$ cat src/rtl/recip_pkg.sv
// -----------------------------------------------------------------------------
// recip_pkg
// Shared definitions for the reciprocal datapath: default widths, the FSM state
// type of the reciprocal-multiply divider and the all-ones encoding the
// reciprocal stage emits for a zero divisor.
// Ports: none (package).
// -----------------------------------------------------------------------------
package recip_pkg;

   localparam int unsigned RECIP_W     = 27;  // dividend / reciprocal / quotient width
   localparam int unsigned RECIP_FRAC  = 26;  // fractional bits of the reciprocal
   localparam int unsigned RECIP_CNT_W = 6;   // iteration counter width, 2^CNT_W > W

   // Zero-divisor encoding shared with the reciprocal stage.
   localparam logic [RECIP_W-1:0] RECIP_ALL_ONES = '1;

   typedef enum logic [1:0] {
      IDLE = 2'd0,
      MUL  = 2'd1,
      DONE = 2'd2
   } recip_state_e;

endpackage

$ cat src/rtl/shift_add_mul_step.sv
// -----------------------------------------------------------------------------
// shift_add_mul_step
// Combinational single iteration of an unsigned shift-add multiplier:
// conditionally adds the multiplicand into the accumulator on multiplier[0],
// then shifts the multiplicand left and the multiplier right by one.
// Ports:
//   i_acc    [2W-1:0]  accumulator in
//   i_mcand  [2W-1:0]  multiplicand in
//   i_mplier [W-1:0]   multiplier in
//   o_acc    [2W-1:0]  accumulator after this iteration
//   o_mcand  [2W-1:0]  multiplicand << 1
//   o_mplier [W-1:0]   multiplier >> 1
// -----------------------------------------------------------------------------
module shift_add_mul_step
   import recip_pkg::*;
#(
   parameter int unsigned W = RECIP_W
) (
   input  logic [2*W-1:0] i_acc,
   input  logic [2*W-1:0] i_mcand,
   input  logic [W-1:0]   i_mplier,
   output logic [2*W-1:0] o_acc,
   output logic [2*W-1:0] o_mcand,
   output logic [W-1:0]   o_mplier
);

   assign o_acc    = i_mplier[0] ? (i_acc + i_mcand) : i_acc;
   assign o_mcand  = i_mcand << 1;
   assign o_mplier = i_mplier >> 1;

endmodule

$ cat src/rtl/recip_mul_divide.sv
// -----------------------------------------------------------------------------
// recip_mul_divide
// Computes quotient = dividend * recip >> FRAC, where recip = floor(2^FRAC /
// divisor) comes from the upstream reciprocal stage. The product is formed by
// an iterative shift-add multiplier (one multiplier bit per cycle, W cycles).
// Results above 2^W-1 saturate to all-ones with o_sat; a zero divisor flagged
// by i_recip_zero bypasses the multiplier and returns all-ones with o_div_zero.
//
// Build option: define RECIP_MUL_ROUND_EN to round half-up (adds 2^(FRAC-1)
// before the shift); otherwise the quotient is truncated. Latency is the same.
//
// Ports:
//   clk, rst_n          clock, asynchronous active-low reset
//   i_in_valid/o_in_ready   operand handshake (ready only when idle)
//   i_dividend [W-1:0]  unsigned dividend
//   i_recip    [W-1:0]  unsigned reciprocal, Q(W-FRAC).FRAC
//   i_recip_zero        divisor was zero
//   o_out_valid/i_out_ready result handshake
//   o_quotient [W-1:0]  unsigned result, held while o_out_valid & !i_out_ready
//   o_sat               result saturated
//   o_div_zero          result produced from i_recip_zero
// -----------------------------------------------------------------------------
module recip_mul_divide
   import recip_pkg::*;
#(
   parameter int unsigned W     = RECIP_W,
   parameter int unsigned FRAC  = RECIP_FRAC,
   parameter int unsigned CNT_W = RECIP_CNT_W
) (
   input  logic         clk,
   input  logic         rst_n,
   input  logic         i_in_valid,
   output logic         o_in_ready,
   input  logic [W-1:0] i_dividend,
   input  logic [W-1:0] i_recip,
   input  logic         i_recip_zero,
   output logic         o_out_valid,
   input  logic         i_out_ready,
   output logic [W-1:0] o_quotient,
   output logic         o_sat,
   output logic         o_div_zero
);

   localparam int unsigned PW = 2 * W;      // full product width
   localparam int unsigned SW = PW - FRAC;  // width of product >> FRAC

   localparam logic [W-1:0] ALL_ONES = '1;

`ifdef RECIP_MUL_ROUND_EN
   localparam logic [PW-1:0] ROUND_ADD = PW'(1) << (FRAC - 1);
`else
   localparam logic [PW-1:0] ROUND_ADD = '0;
`endif

   recip_state_e   r_state, w_state_nxt;
   logic [PW-1:0]  r_acc, w_acc_nxt;
   logic [PW-1:0]  r_mcand, w_mcand_nxt;
   logic [W-1:0]   r_mplier, w_mplier_nxt;
   logic [CNT_W-1:0] r_cnt, w_cnt_nxt;
   logic [W-1:0]   r_quotient, w_quotient_nxt;
   logic           r_sat, w_sat_nxt;
   logic           r_div_zero, w_div_zero_nxt;

   logic [PW-1:0]  w_step_acc;
   logic [PW-1:0]  w_step_mcand;
   logic [W-1:0]   w_step_mplier;
   logic [PW-1:0]  w_prod;
   logic [SW-1:0]  w_shifted;
   logic           w_ovf;

   shift_add_mul_step #(
      .W (W)
   ) u_step (
      .i_acc    (r_acc),
      .i_mcand  (r_mcand),
      .i_mplier (r_mplier),
      .o_acc    (w_step_acc),
      .o_mcand  (w_step_mcand),
      .o_mplier (w_step_mplier)
   );

   // The final partial sum is folded in on the last MUL edge, so the result is
   // taken from the step output rather than the accumulator register.
   assign w_prod    = w_step_acc + ROUND_ADD;
   assign w_shifted = SW'(w_prod >> FRAC);
   assign w_ovf     = |w_shifted[SW-1:W];

   always_comb begin
      w_state_nxt    = r_state;
      w_acc_nxt      = r_acc;
      w_mcand_nxt    = r_mcand;
      w_mplier_nxt   = r_mplier;
      w_cnt_nxt      = r_cnt;
      w_quotient_nxt = r_quotient;
      w_sat_nxt      = r_sat;
      w_div_zero_nxt = r_div_zero;

      unique case (r_state)
         IDLE: begin
            if (i_in_valid) begin
               if (i_recip_zero) begin
                  w_quotient_nxt = ALL_ONES;
                  w_sat_nxt      = 1'b0;
                  w_div_zero_nxt = 1'b1;
                  w_state_nxt    = DONE;
               end else begin
                  w_acc_nxt    = '0;
                  w_mcand_nxt  = {{W{1'b0}}, i_dividend};
                  w_mplier_nxt = i_recip;
                  w_cnt_nxt    = '0;
                  w_state_nxt  = MUL;
               end
            end
         end
         MUL: begin
            w_acc_nxt    = w_step_acc;
            w_mcand_nxt  = w_step_mcand;
            w_mplier_nxt = w_step_mplier;
            w_cnt_nxt    = r_cnt + 1'b1;
            if (r_cnt == CNT_W'(W - 1)) begin
               w_div_zero_nxt = 1'b0;
               w_state_nxt    = DONE;
               if (w_ovf) begin
                  w_quotient_nxt = ALL_ONES;
                  w_sat_nxt      = 1'b1;
               end else begin
                  w_quotient_nxt = w_shifted[W-1:0];
                  w_sat_nxt      = 1'b0;
               end
            end
         end
         DONE: begin
            if (i_out_ready) begin
               w_state_nxt = IDLE;
            end
         end
         default: begin
            w_state_nxt = IDLE;
         end
      endcase
   end

   always_ff @(posedge clk or negedge rst_n) begin
      if (!rst_n) begin
         r_state    <= IDLE;
         r_acc      <= '0;
         r_mcand    <= '0;
         r_mplier   <= '0;
         r_cnt      <= '0;
         r_quotient <= '0;
         r_sat      <= 1'b0;
         r_div_zero <= 1'b0;
      end else begin
         r_state    <= w_state_nxt;
         r_acc      <= w_acc_nxt;
         r_mcand    <= w_mcand_nxt;
         r_mplier   <= w_mplier_nxt;
         r_cnt      <= w_cnt_nxt;
         r_quotient <= w_quotient_nxt;
         r_sat      <= w_sat_nxt;
         r_div_zero <= w_div_zero_nxt;
      end
   end

   assign o_in_ready  = (r_state == IDLE);
   assign o_out_valid = (r_state == DONE);
   assign o_quotient  = r_quotient;
   assign o_sat       = r_sat;
   assign o_div_zero  = r_div_zero;

endmodule
$ cat config.mk
export PLATFORM = sky130hd
export DESIGN_NAME = recip_mul_divide
export DESIGN_NICKNAME = d
export VERILOG_FILES = /design/src/rtl/recip_pkg.sv /design/src/rtl/shift_add_mul_step.sv /design/src/rtl/recip_mul_divide.sv
export SDC_FILE = /design/constraint.sdc
export NUM_CORES = 1
export LEC_CHECK = 0
export BUFFER_PORTS_ARGS = -buffer_cell sky130_fd_sc_hd__buf_2
export CAP_MARGIN = 40
export CORE_MARGIN = 2
export CORE_UTILIZATION = 55
export CTS_CLUSTER_DIAMETER = 150
export DETAILED_ROUTE_END_ITERATION = 12
export HOLD_SLACK_MARGIN = 0.03
export PLACE_DENSITY = 0.71
export SETUP_SLACK_MARGIN = 0.1
export SYNTH_ARGS = -nofsm -noshare
export SYNTH_HDL_FRONTEND = slang
export SYNTH_SLANG_ARGS = --single-unit
$ cat constraint.sdc
create_clock -name clk -period 6.3 [get_ports clk]
set_input_delay 0.945 -clock clk [delete_from_list [all_inputs] [get_ports clk]]
set_output_delay 0.945 -clock clk [all_outputs]
set_load 0.1 [all_outputs]
# Word-level counts from Yosys, hierarchy flattened

Index checks and enable logic that the tools add are counted.

Eq/ne operators: 9
Reduce and logical (&&, ||, !) cells: 6
Multiplexer cells: 32
$add $sub $neg: 2

Operators by type and width:

| kind                | count |
|---|---|
| $mux 54             | 5 |
| $pmux 54 s2         | 2 |
| $mux 27             | 6 |
| $pmux 27 s2         | 2 |
| $add 54x54->54      | 1 |
| $mux 6              | 2 |
| $pmux 6 s2          | 1 |
| $mux 2              | 4 |
| $ne 2x2->1 const B  | 4 |
| $reduce_and 4->1    | 2 |
| $mux 1              | 7 |
| $add 6x1->6 const B | 1 |
| $eq 6x5->1 const B  | 1 |
| $pmux 2 s3          | 1 |
| $reduce_and 3->1    | 2 |
| $ne 2x1->1 const B  | 2 |
| $pmux 1 s2          | 2 |
| $eq 2x1->1 const B  | 1 |
| $eq 2x2->1 const B  | 1 |
| $logic_not 2->1     | 1 |
| $reduce_bool 2->1   | 1 |

Output and inout port bits: 31
Register bits after elaboration: 172

# Logic depth before layout (Yosys ltp)

Word-level depth: 5
Depth in mapped cells: 12

# By module

A second synthesis with hierarchy kept.

Cells, all modules: 1,468
Area total of the unflattened synthesis: 12,017.8 µm²

By module, submodules not included:

| module             | cells each | area each (µm²) | instances | seq. area each (µm²) |
|---|---|---|---|---|
| recip_mul_divide   | 826        | 7,462.2         | 1         | 4,304.1 |
| shift_add_mul_step | 642        | 4,555.6         | 1         | 0.0 |

# Worst setup path before layout

No wires, ideal clock.

Kind: register to register
Start: register r_state[0]
End: register r_mplier[12]
Setup slack: 3.362 ns
Period minus slack after synthesis: 2.938 ns
Cell stages (with the launch flop): 8
Data arrival time: 2.872 ns
Buffers on the path: 2
Required time: 6.234 ns
Library setup time: 0.066 ns
Cells stage by stage: dfrtp_1 > nor2_1 > nand2_1 > nor2_1 > clkbuf_1 > buf_1 > a222oi_1 > inv_1

Cells in the longest elaborated chain, start to end: 3
Elaborated cells between the ends (all ways): 7
Those cells by class: eq/ne (3); mux (1); reduce/logical (3)

Ends and longest elaborated chain:

| what                                                                    | line                    | RTL |
|---|---|---|
| start, declared                                                         | recip_mul_divide.sv:55  | `recip_state_e r_state, w_state_nxt;` |
| start signal, assigned                                                  | recip_mul_divide.sv:154 | `r_state <= w_state_nxt;` |
| $logic_not 2->1 (*)                                                     | --                      |  |
| via o_in_ready                                                          | recip_mul_divide.sv:33  | `output logic o_in_ready,` |
| $ne 2x2->1 (no source line) / $reduce_bool 2->1 (equally long branches) | --                      |  |
| $reduce_and 3->1 (no source line)                                       | --                      |  |
| end signal, assigned                                                    | recip_mul_divide.sv:157 | `r_mplier <= w_mplier_nxt;` |
| end, declared                                                           | recip_mul_divide.sv:58  | `logic [W-1:0] r_mplier, w_mplier_nxt;` |

The timed path passes the listed nets; every way through them passes the cells marked *.
A chain may end at the register's enable or synchronous reset.

# Worst setup path after layout

Start: register r_mcand[0]
End: register r_quotient[22], in the netlist o_quotient[22]

Cells in the longest elaborated chain, start to end: 5

Ends and longest elaborated chain:

| what                   | line                     | RTL |
|---|---|---|
| start, declared        | recip_mul_divide.sv:57   | `logic [PW-1:0] r_mcand, w_mcand_nxt;` |
| start signal, assigned | recip_mul_divide.sv:156  | `r_mcand <= w_mcand_nxt;` |
| $add 54x54->54         | shift_add_mul_step.sv:27 | `assign o_acc = i_mplier[0] ? (i_acc + i_mcand) : i_acc;` |
| $mux 54                | shift_add_mul_step.sv:27 |  |
| $mux 27                | recip_mul_divide.sv:123  | `if (w_ovf) begin` |
| $mux 27                | recip_mul_divide.sv:120  | `if (r_cnt == CNT_W'(W - 1)) begin` |
| $pmux 27 s2            | recip_mul_divide.sv:98   | `unique case (r_state)` |
| end signal, assigned   | recip_mul_divide.sv:159  | `r_quotient <= w_quotient_nxt;` |
| end, declared          | recip_mul_divide.sv:60   | `logic [W-1:0] r_quotient, w_quotient_nxt;` |

Every way passes these cells. The select of a mux whose other input is x is not followed.

==> qor.txt <==
Syn Inst Count = 1067
DP HPWL = 17600 um
top cells by area, synth = dfrtp_1 43%, ha_1 6.9%, a222oi_1 5.2%, a21oi_1 4.3%, o21ai_0 3.9%
Routed Antenna Nets = 0
Die Y = 139 um
global-route usage over all layers = 26.8%
Cell variety after synth = 72
TritonCTS clock tree = done
Clock Skew = 0.00810 ns
# clock sinks = 172
Vias = 8551
Port-buffer cells = 89
Worst-path clk slew = 0.07 ns
final hold vios = 0
# setup viols final = 0
Worst Tran Pin Value = 0.792 ns
Filler cells = 1547
final wirelength = 25300 um
synth warn = 0
hold buffers post-CTS = 0
GRT Residual Overflow = 0
Overall Power = 0.00572 W
Worst EP arrival = 4.10 ns
Mapped Area = 10000 um2
CP Data Required Time = 6.66 ns
Synth area leader = dfrtp_1
synthesis-stage register bit count = 172
clock power share = 18.6%
Seq/Total Area, Yosys = 42.9%
P_sw = 0.00278 W
Layout Area Growth over Synthesis = 12.4%
first-pass GRT wire length = 42300 um
PwrDens = 508 nW/um2
Avg Vias per Cell = 6.26
sw frac = 48.6%
Comb power frac = 50.7%
Fmax = 268 MHz
die area = 19300 um2
Net count, final = 1238
Worst Path Class, Setup = reg2reg
wire per inst = 18.5 um
CTS H-tree depth = 4
share of cells above drive strength 1 = 13.9%
global placement routability congestion = 0.921
Worst-Skew Late Latency = 0.44 ns
power share of the sequential group = 30.6%
CTS Buffer Depth = 2
ys flop type = dfrtp_1
Final WS setup = 2.56 ns
syn avg cell area = 9.40 um2
Post-route DRC = 0
post-synth top area share = 42.9%
fin area = 11300 um2
initial antenna violation count = 0
Top-Level Pins = 90
HP Class = in2async
Initial Util = 56.0%
commonest non-fill, non-tap cell in the layout = dfrtp_1
total negative slack = 0 ns
Crit Path Max Fanout = 4
number of CTS-inserted buffers = 17
RSZ-0062 raised after global routing = false
status = completed
Setup crit start kind = register
Synthesized Nets = 1182
commonest cells after routing, fill and taps aside = 172 x dfrtp_1, 100 x nand2_1, 88 x buf_2, 87 x a21oi_1, 78 x o21ai_0
Post-Layout Cell Count = 1366
max-slew violations = 0
min Tclk post-route = 3.74 ns
Int Power = 0.00294 W
vias in the first global route = 8404
dpl cells = 1333
First-pass DRT Iterations = 7
Post-synth EDFFs = 0
FP Rows = 49
DR iter-0 viols = 827
largest net degree at the start of global routing = 64
Lkg Pwr = 5.41 nW
clk root buf = clkbuf_16
Post-DP Area = 10700 um2
fin crit share = 59.3%
Die Width = 139 um
post-CTS setup buffers = 0
Slew HR = 46.6%
Worst VDD drop = 0.346 mV
DP Worst Slack = 2.62 ns
CP endpoint kind = register
Core ar. = 17900 um2
Post-synth ARST share = 100%
# resized after CTS = 0
max-cap violations = 0
[worst max-delay path, cell delays in order, from the launching register on]
cell      delay [ns]
dfrtp_1         0.40
ha_1            0.23
fa_1            0.43
a211oi_1        0.34
o211ai_1        0.18
a21oi_1         0.47
o31ai_1         0.21
o21ai_0         0.68
o31ai_1         0.19
xor2_1          0.25
mux2i_1         0.11
a21oi_1         0.16
[sequential cells by signal, indices dropped and copies added, names as in the netlist]
signal,count
o_quotient,27
r_cnt,6
r_mcand,54
r_acc,54
r_mplier,27
r_state,2
o_sat,1
o_div_zero,1
[power by group through the flow]
stage | sequential (W) | clock (W) | combinational (W)
4_1_cts | 0.00175 | 0.00108 | 0.00290
3_5_place_dp | 0.00177 | 0 | 0.00289
2_1_floorplan | 0.00234 | 0 | 0.00166
5_1_grt | 0.00180 | 0.00112 | 0.00317
6_report | 0.00175 | 0.00107 | 0.00290
3_3_place_gp | 0.00176 | 0 | 0.00282
[routing by layer]
layer / share of wire [%] / track usage (%) / vias to the layer above
li1: - / - / 4071
met1: 44 / 36.4 / 4162
met2: 48 / 43.9 / 276
met3: 5.4 / 4.35 / 42
met4: 2.3 / 9.68 / 0
met5: 0 / 0 / -
[cell usage after synthesis (16+ instances only)]
master    count
dfrtp_1     172
a222oi_1     52
nand2_1     100
xnor2_1      23
inv_1        73
o21ai_0      78
a21oi_1      87
nor2_1       66
nand3_1      16
clkbuf_1     44
xor2_1       24
a22o_1       43
nand4_1      19
ha_1         55
a21o_1       18
[cell families (layout without fill, tap and decap cells)]
group	count (synthesis)	count (layout)	synth area share [%]
AOI/OAI and AO/OA	381	381	27.1
xor gates and xnor gates	47	47	4.11
adders and majority gates	56	56	7.06
buffers and inverters	138	207	5.35
DFF	172	172	42.9
muxes	15	15	1.50
other	0	1	0
and+or+nand+nor	258	258	11.9
[final cells by class]
type / instances / area, um2 / share of cell area [%]
sequential: 172 / 4300 / 38.2
clock buffer: 21 / 450 / 4.00
timing repair buffer: 102 / 609 / 5.41
antenna: 1 / 2.50 / 0.0222
multi-input combinational: 757 / 5210 / 46.2
clock inverter: 11 / 133 / 1.18
inverter: 73 / 274 / 2.43
tap: 229 / 287 / 2.54
[final timing paths]
kind                                        start                         end  slack, ns  cells after the start
min in group clk           o_div_zero$_DFFE_PN0P_      o_div_zero$_DFFE_PN0P_       0.49                      2
max in group asynchronous                   rst_n       r_acc[51]$_DFFE_PN0P_       4.82                      2
min                                         rst_n  o_quotient[25]$_DFFE_PN0P_       0.48                      1
max                        r_mcand[0]$_DFFE_PN0P_  o_quotient[22]$_DFFE_PN0P_       2.56                     11
max reg2reg                r_mcand[0]$_DFFE_PN0P_  o_quotient[22]$_DFFE_PN0P_       2.56                     11
min reg2reg                o_div_zero$_DFFE_PN0P_      o_div_zero$_DFFE_PN0P_       0.49                      2
[metrics by stage]
stage,hold WS [ns],utilization (%)
finish,0.480,62.9
global route,0.517,62.9
CTS,0.485,62.9
detailed placement,0.470,59.7
global placement,0.462,59.2
floorplan,0.451,-
(Power assumes the default switching activity.)
